[src/rtl/reg_xfer_seq.sv]
// Register-transfer sequencer: drives per-register bus enables and ALU handshake.
// Optional ALU wait timeout is built when REG_XFER_SEQ_ALU_TMO_EN is defined.
module reg_xfer_seq #(
  parameter int NREG    = 4,
  parameter int ALU_TMO = 15
) (
  input  logic            clk,
  input  logic            rst,
  input  logic            cmd_valid,
  output logic            cmd_ready,
  input  logic [1:0]      cmd_op,
  input  logic [2:0]      cmd_dst,
  input  logic [2:0]      cmd_src_a,
  input  logic [2:0]      cmd_src_b,
  output logic [NREG-1:0] rdata,
  output logic [NREG-1:0] wdata,
  output logic [NREG-1:0] raddr,
  output logic [NREG-1:0] waddr,
  output logic [NREG-1:0] alu_r_a,
  output logic [NREG-1:0] alu_r_b,
  output logic [NREG-1:0] alu_w,
  output logic            alu_start,
  input  logic            alu_done,
  output logic            busy,
  output logic            done,
  output logic            err
);

  typedef enum logic [2:0] {
    S_IDLE,
    S_XFER,
    S_OPND,
    S_WAIT,
    S_WB
  } state_t;

  localparam logic [1:0] OP_NOP  = 2'd0;
  localparam logic [1:0] OP_MOVD = 2'd1;
  localparam logic [1:0] OP_MOVA = 2'd2;
  localparam logic [1:0] OP_ALU  = 2'd3;

  state_t     state_q, state_d;
  logic [1:0] op_q, op_d;
  logic [2:0] dst_q, dst_d;
  logic [2:0] src_a_q, src_a_d;
  logic [2:0] src_b_q, src_b_d;
  logic       bad_q, bad_d;
  logic       bad_cmd;
  logic       tmo_hit;

  function automatic logic in_rng(input logic [2:0] i);
    return int'(i) < NREG;
  endfunction

  function automatic logic [NREG-1:0] oh(input logic [2:0] i);
    logic [NREG-1:0] v;
    v = '0;
    for (int k = 0; k < NREG; k++) v[k] = (int'(i) == k);
    return v;
  endfunction

`ifdef REG_XFER_SEQ_ALU_TMO_EN
  localparam logic [7:0] TMO_LAST = 8'(ALU_TMO - 1);
  logic [7:0] cnt_q, cnt_d;
  logic       tmo_q, tmo_d;
  assign tmo_hit = tmo_q;
`else
  logic unused_tmo;
  assign unused_tmo = ^8'(ALU_TMO);
  assign tmo_hit = 1'b0;
`endif

  always_comb begin
    bad_cmd = 1'b0;
    unique case (cmd_op)
      OP_NOP:  bad_cmd = 1'b0;
      OP_MOVD,
      OP_MOVA: bad_cmd = !in_rng(cmd_dst) || !in_rng(cmd_src_a);
      OP_ALU:  bad_cmd = !in_rng(cmd_dst) || !in_rng(cmd_src_a)
                      || !in_rng(cmd_src_b);
      default: bad_cmd = 1'b1;
    endcase
  end

  always_comb begin
    state_d   = state_q;
    op_d      = op_q;
    dst_d     = dst_q;
    src_a_d   = src_a_q;
    src_b_d   = src_b_q;
    bad_d     = bad_q;
`ifdef REG_XFER_SEQ_ALU_TMO_EN
    cnt_d     = cnt_q;
    tmo_d     = tmo_q;
`endif
    cmd_ready = 1'b0;
    rdata     = '0;
    wdata     = '0;
    raddr     = '0;
    waddr     = '0;
    alu_r_a   = '0;
    alu_r_b   = '0;
    alu_w     = '0;
    alu_start = 1'b0;
    busy      = (state_q != S_IDLE);
    done      = 1'b0;
    err       = 1'b0;

    unique case (state_q)
      S_IDLE: begin
        cmd_ready = 1'b1;
        if (cmd_valid) begin
          op_d    = cmd_op;
          dst_d   = cmd_dst;
          src_a_d = cmd_src_a;
          src_b_d = cmd_src_b;
          bad_d   = bad_cmd;
          state_d = (cmd_op == OP_ALU && !bad_cmd) ? S_OPND : S_XFER;
        end
      end
      S_XFER: begin
        if (!bad_q && op_q == OP_MOVD) begin
          rdata = oh(src_a_q);
          wdata = oh(dst_q);
        end
        if (!bad_q && op_q == OP_MOVA) begin
          raddr = oh(src_a_q);
          waddr = oh(dst_q);
        end
        done    = 1'b1;
        err     = bad_q;
        state_d = S_IDLE;
      end
      S_OPND: begin
        alu_r_a   = oh(src_a_q);
        alu_r_b   = oh(src_b_q);
        alu_start = 1'b1;
`ifdef REG_XFER_SEQ_ALU_TMO_EN
        cnt_d     = '0;
        tmo_d     = 1'b0;
`endif
        state_d   = S_WAIT;
      end
      S_WAIT: begin
        alu_r_a = oh(src_a_q);
        alu_r_b = oh(src_b_q);
        if (alu_done) begin
          state_d = S_WB;
        end
`ifdef REG_XFER_SEQ_ALU_TMO_EN
        else if (cnt_q == TMO_LAST) begin
          tmo_d   = 1'b1;
          state_d = S_WB;
        end else begin
          cnt_d = cnt_q + 8'd1;
        end
`endif
      end
      S_WB: begin
        // A timed-out op finishes here too, but must not write back
        alu_w   = tmo_hit ? '0 : oh(dst_q);
        done    = 1'b1;
        err     = tmo_hit;
        state_d = S_IDLE;
      end
      default: state_d = S_IDLE;
    endcase

    // Reset silences every output in the same cycle it is seen
    if (rst) begin
      cmd_ready = 1'b0;
      rdata     = '0;
      wdata     = '0;
      raddr     = '0;
      waddr     = '0;
      alu_r_a   = '0;
      alu_r_b   = '0;
      alu_w     = '0;
      alu_start = 1'b0;
      busy      = 1'b0;
      done      = 1'b0;
      err       = 1'b0;
    end
  end

  always_ff @(posedge clk) begin
    if (rst) begin
      state_q <= S_IDLE;
      op_q    <= OP_NOP;
      dst_q   <= '0;
      src_a_q <= '0;
      src_b_q <= '0;
      bad_q   <= 1'b0;
`ifdef REG_XFER_SEQ_ALU_TMO_EN
      cnt_q   <= '0;
      tmo_q   <= 1'b0;
`endif
    end else begin
      state_q <= state_d;
      op_q    <= op_d;
      dst_q   <= dst_d;
      src_a_q <= src_a_d;
      src_b_q <= src_b_d;
      bad_q   <= bad_d;
`ifdef REG_XFER_SEQ_ALU_TMO_EN
      cnt_q   <= cnt_d;
      tmo_q   <= tmo_d;
`endif
    end
  end

endmodule

[config.mk]
export PLATFORM = sky130hd
export DESIGN_NAME = reg_xfer_seq
export DESIGN_NICKNAME = d
export VERILOG_FILES = /design/src/rtl/reg_xfer_seq.sv
export SDC_FILE = /design/constraint.sdc
export NUM_CORES = 1
export LEC_CHECK = 0
export ABC_AREA = 1
export CORE_ASPECT_RATIO = 2
export CORE_MARGIN = 4
export CORE_UTILIZATION = 34
export CTS_CLUSTER_SIZE = 40
export DETAILED_ROUTE_END_ITERATION = 8
export GPL_TIMING_DRIVEN = 0
export PLACE_DENSITY = 0.74
export SYNTH_ARGS = -nofsm -noshare
export SYNTH_HDL_FRONTEND = slang
export SYNTH_SLANG_ARGS = --single-unit
[constraint.sdc]
create_clock -name clk -period 1.1 [get_ports clk]
set_input_delay 0.165 -clock clk [delete_from_list [all_inputs] [get_ports clk]]
set_output_delay 0.165 -clock clk [all_outputs]
set_load 0.005 [all_outputs]
* Word level (Yosys, flattened, before mapping)
Cells that the tools add are included.
Word-level totals: bits in registers 15, output and inout bits 33, logic and storage cells 82, input bits 15
Cells by class: equal/unequal tests 20, $lt $le $gt $ge 3, muxes and demuxes 32, reduce and logical (&&, ||, !) cells 21
Operators by type and width (count):
- $mux 4 | 18
- $eq 3x3->1 const B | 7
- $eq 3x2->1 const B | 5
- $logic_not 3->1 | 4
- $lt 3x3->1 const B | 3
- $mux 1 | 9
- $pmux 3 s3 | 1
- $eq 2x2->1 const B | 3
- $mux 3 | 2
- $reduce_or 2->1 | 3
- $logic_not 1->1 | 5
- $eq 2x1->1 const B | 2
- $ne 2x2->1 const B | 2
- $reduce_and 2->1 | 2
- $eq 3x1->1 const B | 1
- $logic_and 1x1->1 | 3
- $pmux 1 s3 | 1
- $reduce_bool 3->1 | 1
- $logic_not 2->1 | 1
- $logic_or 1x1->1 | 2
- $mux 2 | 1

* Depth between registers and ports, before layout
word-level depth 10, gate-level depth with buffers 10, mapped depth without buffers 10

* Worst setup path before layout
OpenSTA, ideal clock, no wires.
kind register to output, start register state_q[2], end output raddr[0], path buffers 0, cell stages (with the launch flop) 4, arrival time 0.961 ns, slack -0.026 ns, data required time 0.935 ns, cells stage by stage dfxtp_1 -> nor3_2 -> nand4_1 -> nor2_1
Between the ends: word-level cells in the longest chain between the ends 3
RTL lines:
- start, declared | RTL line 42 | state_t state_q, state_d;
- start signal, assigned | RTL line 199 | state_q <= state_d;
- $eq 3x1->1 | RTL line 109 | unique case (state_q)
- $mux 4 | RTL line 109
- $mux 4 | RTL line 170 | if (rst) begin
- end, declared | RTL line 17 | output logic [NREG-1:0] raddr,
No other way between the ends.

* Worst setup path after layout
start register state_q[1], end output wdata[0]
Between the ends: word-level cells in the longest chain between the ends 3
RTL lines:
- $eq 3x1->1 | RTL line 109
- $mux 4 | RTL line 109
- $mux 4 | RTL line 170
- end, declared | RTL line 16 | output logic [NREG-1:0] wdata,
No other way between the ends.

==> run_results.csv <==
group,metric,value,unit
clock_tree,clk_latency,0.26,ns
placement,portBuffers,47,
clock_tree,cts-root-buf,"clkbuf_8",
global_routing,gr-usage-all-layers,0.212,
power_and_ir_drop,irDropWorstVdd,0.946,mV
die,core_area,0.00241,mm²
outcome,outcome,"finished, violations left",
worst_setup_path,cp.arrival,1.54,ns
synthesis,synth_adder_area_share,0.0284,
clock_tree,clock_sinks,15,
routing,drt_iter0_markers,30,
clock_tree,clkTransAtPathRegs,0.06,ns
timing,fin_crit_sh,1.55,
power_and_ir_drop,power.total,0.00186,W
synthesis,synth_area,882,µm²
global_routing,grt_max_degree,11,
synthesis,yosysTopAreaCell,"dfxtp_1",
synthesis,yosysUniqueCellTypes,18,
worst_hold_path,min_path_type,"in2reg",
synthesis,synthTopCellsByCount,"nor2_1, inv_1, a21oi_1",
finish,stdcell_area,0.00186,mm²
synthesis,synth_most_common_cell,"nor2_1",
global_routing,antenna_found_initial,0,
global_routing,grt_pass1_vias,1313,
finish,n_antenna_cell,0,
timing,fin_crit,1.70,ns
synthesis,syn_avg_cell_area,6.26,µm²
worst_setup_path,end_kind,"output pin",
die,fp.dieW,44.0,µm
synthesis,synth_top_family_by_area,"simple AND/OR/NAND/NOR gates",
routing,wirelength,4020,µm
timing,clock.fmax,588,MHz
synthesis,synth_area_leaders,"dfxtp_1, nor2_1, a21oi_1, inv_1, nand4_1",
routing,num_vias,1321,
timing,layout_setup_ws,-0.601,ns
power_and_ir_drop,leakage,0.806,nW
global_routing,grt_pass1_wl,5790,µm
clock_tree,cts_max_path_buffers,2,
routing,ant_nets,0,
timing,hold_viol,0,
synthesis,syn-instance-count,141,
synthesis,ys.flop_type,"dfxtp_1",
worst_setup_path,crit_slowest_cell,"dfxtp_4",
global_routing,grt-ovfl-total,0,
die,die_area,0.00352,mm²
placement,gp_congestion,0.811,
timing,finalSetupViolations,48,
finish,synthToLayoutAreaGrowth,111,%
clock_tree,postCtsHoldBufs,0,
timing,relSlewSlack,0.731,
synthesis,synth_xor_xnor_area_share,0,
worst_setup_path,max_stage_delay,0.36,ns
synthesis,ys_seq_area_frac,0.340,
clock_tree,cts_tree,"yes",
worst_setup_path,crit_fanout,8,
routing,drc_errors,0,
die,rows,25,
placement,placed_cell_area,0.00139,mm²
timing,hold_ws,0.368,ns
routing,wl_per_cell,16.4,µm
synthesis,yosys.area.top_type_share,0.340,
outcome,violations,"negative setup slack",
synthesis,synthMuxAreaShare,0,
worst_setup_path,cp.required,0.94,ns
finish,post-route-util,0.774,
worst_setup_path,cp_common_cell,"buf_6",
timing,finalClockSkew,0.00432,ns
synthesis,synth_simple_gate_area_frac,0.357,
worst_setup_path,crit_path_start_kind,"flip-flop",
finish,drive_above_1_share,0.596,
synthesis,synth_compound_area_frac,0.153,
routing,drt-pass1-iter-count,5,
synthesis,ys_warn_count,0,
worst_setup_path,crit_type,"reg2out",
routing,avgViaCountPerCell,5.39,
clock_tree,htree_levels,1,
synthesis,async_flop_share,0,
worst_setup_path,path_cells,"buf_6 -> nor3_4 -> buf_4 -> nand4_1 -> buf_6 -> nor2_1 -> buf_2",
worst_setup_path,worst-path-buf-inv,4,
synthesis,synth_edf_count,0,
finish,fin_nets,236,
power_and_ir_drop,power_density,1000,mW/mm²
die,die_h,80.0,µm
synthesis,ys_ff_latch,15,
worst_setup_path,cpLargestDelayFamily,"buffers and inverters",
timing,drv_slew,0,
flow_run,max_cap_viol_count,0,
die,pin_count,48,
timing,worstMarginPinSlew,0.401,ns
die,start_util,0.366,
clock_tree,cts_buffers,3,
synthesis,synth_nets,158,
placement,hpwl,2270,µm
timing,rsz0062_at_grt,"yes",
## routing by layer
| metal | up-vias | global-route usage | wire length, µm |
|---|---|---|---|
| met1 | 612 | 0.195 | 1290 |
| met3 | 18 | 0.0181 | 283 |
| met4 | 0 | 0.0906 | 169 |
| li1 | 614 | - | - |
| met2 | 77 | 0.431 | 2270 |
| met5 | - | 0 | 0 |
## area by class of cell
type                            instances  area [µm²]
Sequential cell                        15         312
Inverter                               22        93.8
Buffer                                  4        42.5
Multi-Input combinational cell        100         764
Fill cell                             170         546
Tap cell                               27        33.8
Timing Repair Buffer                   72         568
Clock buffer                            4        45.0
Timing Repair inverter                  1        3.75
## through the flow
step / setup WS, ns / cells / TNS, ns
after floorplan: -0.0199 / 141 / -0.175
after global placement: -0.793 / 215 / -31.13
after detailed placement: -0.824 / 215 / -32.53
after CTS: -0.500 / 239 / -15.60
after global routing: -0.645 / 245 / -24.05
final: -0.601 / 245 / -21.61
## kinds of logic after synthesis
logic type	after synthesis
simple gates	71
compound gates	27
buf+inv	26
flops	15
fa+ha+maj	2
## flip-flops by register name, summed over array words and instances (netlist names)
signal	flops
op_q	2
src_b_q	3
dst_q	3
bad_q	1
src_a_q	3
state_q	3
## power breakdown
group / switching, W / total (W) / internal, W
clock: 0.000213 / 0.000471 / 0.000258
combinational: 0.000407 / 0.000755 / 0.000347
sequential: 0.0000410 / 0.000637 / 0.000596
total: 0.000661 / 0.00186 / 0.00120
## timing repair
item,in CTS,in global routing
endpoints found under the setup margin,48,48
cloned,3,0
resized for setup,196,56
buffers inserted,17,6
pin swaps,21,13
## worst min-delay path, cell delays in order
cell	delay, ns
dlygate4sd2_1	0.26
o21ai_2	0.08
a21oi_2	0.08
## worst paths after layout
path / to / slack [ns] / depth (start not counted) / startpoint
worst max-delay path: wdata[0] / -0.60 / 7 / state_q[1]
worst min-delay path: op_q[1] / 0.37 / 3 / cmd_op[1]
worst min register to register: dst_q[2] / 0.50 / 2 / dst_q[2]
worst max register to register: bad_q / -0.48 / 10 / state_q[1]
## placed cells by master (no fill, tap or decap), types with 2 or more instances in the layout
cell type	synthesis	layout
dlygate4sd2_1	0	3
clkdlybuf4s50_1	0	11
nand3_4	0	2
nor2_1	36	14
nand4_1	10	10
nand2_4	0	2
dfxtp_1	15	12
o21ai_4	0	2
buf_8	0	3
buf_6	1	12
dfxtp_4	0	3
a21oi_1	16	8
buf_4	0	11
inv_1	19	14
ha_1	2	2
clkbuf_8	0	3
buf_2	1	32
nor3_2	1	5
inv_2	2	5
nor2_2	0	12
nor2_4	0	10
nand2_1	12	10
a21oi_2	0	7
o21ai_2	0	9
Note: power is estimated with default switching activity, not from simulation.
==> RTL edit 1, RTL diff (same settings) <==
The parameter `NREG` goes from 4 to 3.
--- a/src/rtl/reg_xfer_seq.sv
+++ b/src/rtl/reg_xfer_seq.sv
@@ -1,7 +1,7 @@
 // Register-transfer sequencer: drives per-register bus enables and ALU handshake.
 // Optional ALU wait timeout is built when REG_XFER_SEQ_ALU_TMO_EN is defined.
 module reg_xfer_seq #(
-  parameter int NREG    = 4,
+  parameter int NREG    = 3,
   parameter int ALU_TMO = 15
 ) (
   input  logic            clk,
Ports: changed (7 resized); port bits go from 48 to 41. The function was not compared with the original's and may differ.
==> RTL edit 1 against the unedited design <==
The run still ends with negative setup slack left; hold slack got worse by 0.17 ns; core utilization down 9.9 points; design area shrank 7.0%; synthesized area is 4.0% higher; clock power shrank 4.5%; final cell count down 5.3%; synthesized cell count down 1.4%; setup slack better by 0.078 ns; die area is 3.4% higher; clock skew barely moved; sequential cell count did not move; total power down 5.7%; count of clock-buffer cells in the layout stayed put; wire length fell by 15%.
==> RTL edit 1: results (changes against the unedited design) <==
- Reg clk slew, reported paths: 0.06 ns (about the same)
- Layout cell share with drive strength beyond 1: 57.4% (was 59.6%)
- Reg2reg path depth: 8 (was 10)
- Hold Startpoint: rst (was cmd_op[1])
- Overall routing resource usage: 18.3% (was 21.2%)
- Sequential cell area fraction in the yosys report: 32.7% (was 34.0%)
- Dpl cell area: 0.00135 mm^2 (was 0.00139 mm^2)
- Post-detail-place hpwl: 2100 um (was 2270 um)
- WP data arrival: 1.46 ns (was 1.54 ns)
- Yosys warnings: 0 (unchanged)
- Post-synth ARST share: 0% (unchanged)
- Worst hold path type: in2reg (unchanged)
- Final setup fails: 41 (was 48)
- Netlist cell types: 24 (was 18)
- Status: finished, violations left (unchanged)
- Hold endpoint: state_q[0] (was op_q[1])
- Ant. Diodes: 0 (unchanged)
- Failing checks: negative setup slack (unchanged)
- Starting DRT DRC Count: 21 (was 30)
- Final net count: 222 (was 236)
- Synth Net Count: 156 (was 158)
- CP max FO: 6 (was 8)
- H-Tree Depth: 1 (unchanged)
- Final hold slack: 0.197 ns (was 0.368 ns)
- Pint: 1.15 mW (was 1.20 mW)
- Commonest cells in the netlist: 28 x nor2_1, 22 x inv_1, 18 x nand2_1, 15 x a21oi_1, 15 x dfxtp_1 (was 36 x nor2_1, 19 x inv_1, 16 x a21oi_1, 15 x dfxtp_1, 12 x nand2_1)
- Max_slew headroom: 58.3% (was 73.1%)
- Final GP Congestion: 0.774 (was 0.811)
- Placed cell count: 206 (was 215)
- Initial DRT Pass Iterations: 4 (was 5)
- Initial antenna violation count: 0 (unchanged)
- R2r startpoint: state_q[1] (unchanged)
- Leak: 0.797 nW (was 0.806 nW)
- Clock tree buffer depth: 2 (unchanged)
- Synth area leaders: dfxtp_1 33%, nor2_1 11%, inv_1 9.0% (was dfxtp_1 34%, nor2_1 15%, a21oi_1 9.1%)
- Final clock skew: 0.00482 ns (was 0.00432 ns)
- Clk_lat worst skew: 0.25 ns
- R2R Setup Slk: -0.23 ns (was -0.48 ns)
- Min-Delay Path Depth: 2 (was 3)
- Largest net degree at the start of global routing: 11 (unchanged)
- Via-to-Cell Ratio: 5.10 (was 5.39)
- Port bufs: 39 (was 47)
- Peak VDD IR: 0.880 mV (was 0.946 mV)
- Synth Instances: 139 (was 141)
- Reg2reg end: dst_q[1] (was bad_q)
- Setup Total Neg Slack: -12.18 ns (was -21.61 ns)
- First-pass GRT wire length: 5020 um (was 5790 um)
- CTS Root Cell: clkbuf_8 (unchanged)
- Routed via count: 1,184 (was 1,321)
- CTS Buf Count: 3 (unchanged)
- Routed length per instance: 14.6 um (was 16.4 um)
- Setup slack after layout: -0.523 ns (was -0.601 ns)
[RTL edit 1: changes by cell type after synthesis, sizes merged]
cell and delta:
nor3 -3, inv +4, a21oi -1, nand4 -2
a22oi +1, o21ai +1, nor2 -6, clkbuf -1
nand3 -1, nand2 +5, nor4 +1
[RTL edit 1: per-layer routing]
metal | vias to the layer above | part of all wire [%] | GRT usage [%]
met2 | 34 | 60 | 36.7
met3 | 7 | 4.3 | 1.54
met5 | - | 0 | 0
met4 | 0 | 1.2 | 5.44
li1 | 582 | - | -
met1 | 561 | 34 | 18.5
[RTL edit 1: cell type report]
type,count,area (um^2)
Fill cell,209,837
Multi-Input combinational cell,95,709
Timing Repair Buffer,61,494
Sequential cell,15,313
Inverter,26,114
Clock buffer,4,45.0
Tap cell,28,35.0
Buffer,3,22.5
[RTL edit 1: worst max path at each step]
stage               start  endpoint  cells after the start
2_1_floorplan  state_q[0]  dst_q[1]                      7
3_3_place_gp   state_q[0]  raddr[0]                      5
3_5_place_dp   state_q[0]  rdata[2]                      5
4_1_cts        state_q[0]  rdata[0]                      7
5_1_grt        state_q[1]  rdata[2]                      6
6_report       state_q[1]  rdata[2]                      6
[RTL edit 1: kinds of logic after synthesis]
group                      synth area share [%]
buffers and inverters                      13.5
and+or+nand+nor                            34.5
adders and majority gates                  2.73
AOI/OAI and AO/OA                          16.5
DFF                                        32.7
[RTL edit 1: what timing repair did]
| action | in CTS | in global routing |
|---|---|---|
| endpoints found under the hold margin | 0 | 0 |
| setup endpoints to repair | 37 | 41 |
| hold buffers | 0 | 0 |
| resized for setup | 154 | 51 |
| buffers inserted | 16 | 5 |
| gates cloned | 1 | 0 |
| pin swaps | 19 | 19 |
[RTL edit 1: per-stage QoR]
stage / setup slack (ns) / utilization (%)
4_1_cts: -0.497 / 60.3
3_5_place_dp: -0.668 / 52.3
6_report: -0.523 / 67.4
2_1_floorplan: -0.0129 / -
3_3_place_gp: -0.637 / 52.3
5_1_grt: -0.566 / 67.4
[RTL edit 1: worst max-delay path: stages, from the launching register on]
cell	delay, ns
dfxtp_4	0.37
nor3_4	0.21
buf_4	0.14
nand4_1	0.12
buf_6	0.17
nor2_1	0.08
buf_2	0.12
[RTL edit 1: power groups by stage]
| stage | Combinational, mW | Sequential (mW) | Clock (mW) |
|---|---|---|---|
| after floorplan | 0.262 | 0.636 | 0 |
| after global placement | 0.389 | 0.640 | 0 |
| after detailed placement | 0.400 | 0.644 | 0 |
| after CTS | 0.541 | 0.633 | 0.436 |
| after global routing | 0.712 | 0.647 | 0.457 |
| final | 0.664 | 0.642 | 0.450 |
==> RTL edit 2, RTL diff (same flow settings) <==
Without the edit above. The 5 states of `state_t` get a Gray code encoding in 3 bits.
--- a/src/rtl/reg_xfer_seq.sv
+++ b/src/rtl/reg_xfer_seq.sv
@@ -27,11 +27,11 @@
 );
 
   typedef enum logic [2:0] {
-    S_IDLE,
-    S_XFER,
-    S_OPND,
-    S_WAIT,
-    S_WB
+    S_IDLE = 3'b000,
+    S_XFER = 3'b001,
+    S_OPND = 3'b011,
+    S_WAIT = 3'b010,
+    S_WB   = 3'b110
   } state_t;
 
   localparam logic [1:0] OP_NOP  = 2'd0;
Behaviour: same outputs for any inputs over 10 cycles, from zero or initial values and one cycle with rst high; not proved beyond that.
==> RTL edit 2 against the unedited design <==
The flow still finishes with violations (negative setup slack); design area rose by 6.8%; setup slack improved by 0.081 ns; sequential cell count unchanged; wire length decreased by 2.7%; synthesized area grew 6.5%; count of clock-buffer cells in the layout unchanged; total power shrank 6.4%; fmax grew 5.0%; highest routed layer unchanged.
==> RTL edit 2: results (changes against the unedited design) <==
- CP max FO: 5 (was 8)
- Total Wirelength: 3910 um (was 4020 um)
- Port bufs: 47 (unchanged)
- CTS Buf Count: 3 (unchanged)
- Fillers: 173 (was 170)
- Sequential cell area fraction in the yosys report: 32.0% (was 34.0%)
- Initial antenna violation count: 0 (unchanged)
- CTS Root Cell: clkbuf_8 (unchanged)
- Leak: 0.887 nW (was 0.806 nW)
- Peak VDD IR: 0.858 mV (was 0.946 mV)
- WP data arrival: 1.45 ns (was 1.54 ns)
- Slew @ Worst Pin: 0.719 ns (was 0.401 ns)
- Synth area leaders: dfxtp_1 32%, nor2_1 23%, inv_1 7.6% (was dfxtp_1 34%, nor2_1 15%, a21oi_1 9.1%)
- Setup slack after layout: -0.519 ns (was -0.601 ns)
- Starting DRT DRC Count: 34 (was 30)
- Synth Net Count: 166 (was 158)
- Commonest cells in the netlist: 57 x nor2_1, 19 x inv_1, 15 x dfxtp_1, 14 x nand2_1, 8 x nand4_1 (was 36 x nor2_1, 19 x inv_1, 16 x a21oi_1, 15 x dfxtp_1, 12 x nand2_1)
- Setup Total Neg Slack: -16.12 ns (was -21.61 ns)
- Failing checks: negative setup slack (unchanged)
- Initial DRT Pass Iterations: 4 (was 5)
- Met2 Track Usage GR: 38.9% (was 43.1%)
- Via-to-Cell Ratio: 5.09 (was 5.39)
- Hold Buf Count CTS: 0 (unchanged)
- Ant. Diodes: 0 (unchanged)
- Final setup fails: 47 (was 48)
- Netlist cell types: 24 (was 18)
- Post-detail-place hpwl: 2280 um (was 2270 um)
- Dpl cell area: 0.00145 mm^2 (was 0.00139 mm^2)
- Synth Instances: 149 (was 141)
- Overall routing resource usage: 20.6% (was 21.2%)
- Most common flop cell mapped by yosys: dfxtp_1 (unchanged)
- Final GP Congestion: 0.800 (was 0.811)
- Post-Layout Cell Count: 263 (was 245)
- Met1 Usage GRT: 19.1% (was 19.5%)
- Vias in the first global route: 1,319 (was 1,313)
- Pre-CTS setup slack: -0.888 ns (was -0.824 ns)
- Layout cell share with drive strength beyond 1: 61.7% (was 59.6%)
- Placed cell count: 224 (was 215)
- Status: finished, violations left (unchanged)
- Final net count: 253 (was 236)
- Post-route cell area: 0.00199 mm^2 (was 0.00186 mm^2)
- Final clock skew: 0.00465 ns (was 0.00432 ns)
- M3 GR Usage: 1.08% (was 1.81%)
- # DRC: 0 (unchanged)
- Worst hold path type: in2reg (unchanged)
- First-pass GRT wire length: 5690 um (was 5790 um)
==> RTL edit 2: cell count changes after synthesis, sizes merged <==
cell	change
nand3	-2
nand4	-1
clkbuf	-1
clkinv	-1
buf	+2
nor3b	+1
nor2	+23
a21oi	-14
nand2	+1
==> RTL edit 2: critical path, stage by stage, from the launching register on <==
cell and delay (ns):
dfxtp_4 0.37, nor3_4 0.28, nand4_4 0.19, buf_6 0.18, nor2_4 0.08, buf_2 0.11
==> RTL edit 2: cell type report <==
type | instances | area (um^2) | area share, %
Inverter | 21 | 98.8 | 4.97
Sequential cell | 15 | 318 | 16.0
Timing Repair Buffer | 82 | 664 | 33.4
Multi-Input combinational cell | 108 | 782 | 39.3
Clock buffer | 4 | 45.0 | 2.26
Tap cell | 28 | 35.0 | 1.76
Buffer | 5 | 46.3 | 2.33
==> RTL edit 2: cells by family after synthesis <==
family / synth area share (%)
and+or+nand+nor: 45.7
buffers and inverters: 12.4
DFF: 32.0
AOI/OAI and AO/OA: 7.32
adders and majority gates: 2.66
==> RTL edit 2: worst paths after layout <==
kind | cells past startpoint | endpoint | slack [ns] | startpoint
worst min-delay path | 2 | state_q[2] | 0.28 | rst
worst min register to register | 2 | op_q[0] | 0.52 | op_q[0]
worst max register to register | 9 | dst_q[2] | -0.33 | state_q[0]
worst max-delay path | 5 | waddr[0] | -0.52 | state_q[2]
==> RTL edit 2: routing by layer <==
layer / vias to the layer above / share of wire [%]
met2: 49 / 59
met4: 0 / 5.1
met3: 15 / 4.0
met5: - / 0
li1: 644 / -
met1: 631 / 31
==> RTL edit 2: power by group <==
| group | leakage [nW] | total [mW] | internal [mW] | switching [mW] |
|---|---|---|---|---|
| clock network | 0.0228 | 0.450 | 0.257 | 0.194 |
| registers | 0.127 | 0.652 | 0.590 | 0.0620 |
| logic | 0.737 | 0.641 | 0.316 | 0.325 |
| total | 0.887 | 1.74 | 1.16 | 0.580 |
==> RTL edit 2: timing repair <==
action	4_1_cts	5_1_grt
setup endpoints to repair	43	47
pin swaps	25	23
cloned	2	0
endpoints found under the hold margin	0	0
resized for setup	196	62
setup buffers	28	5
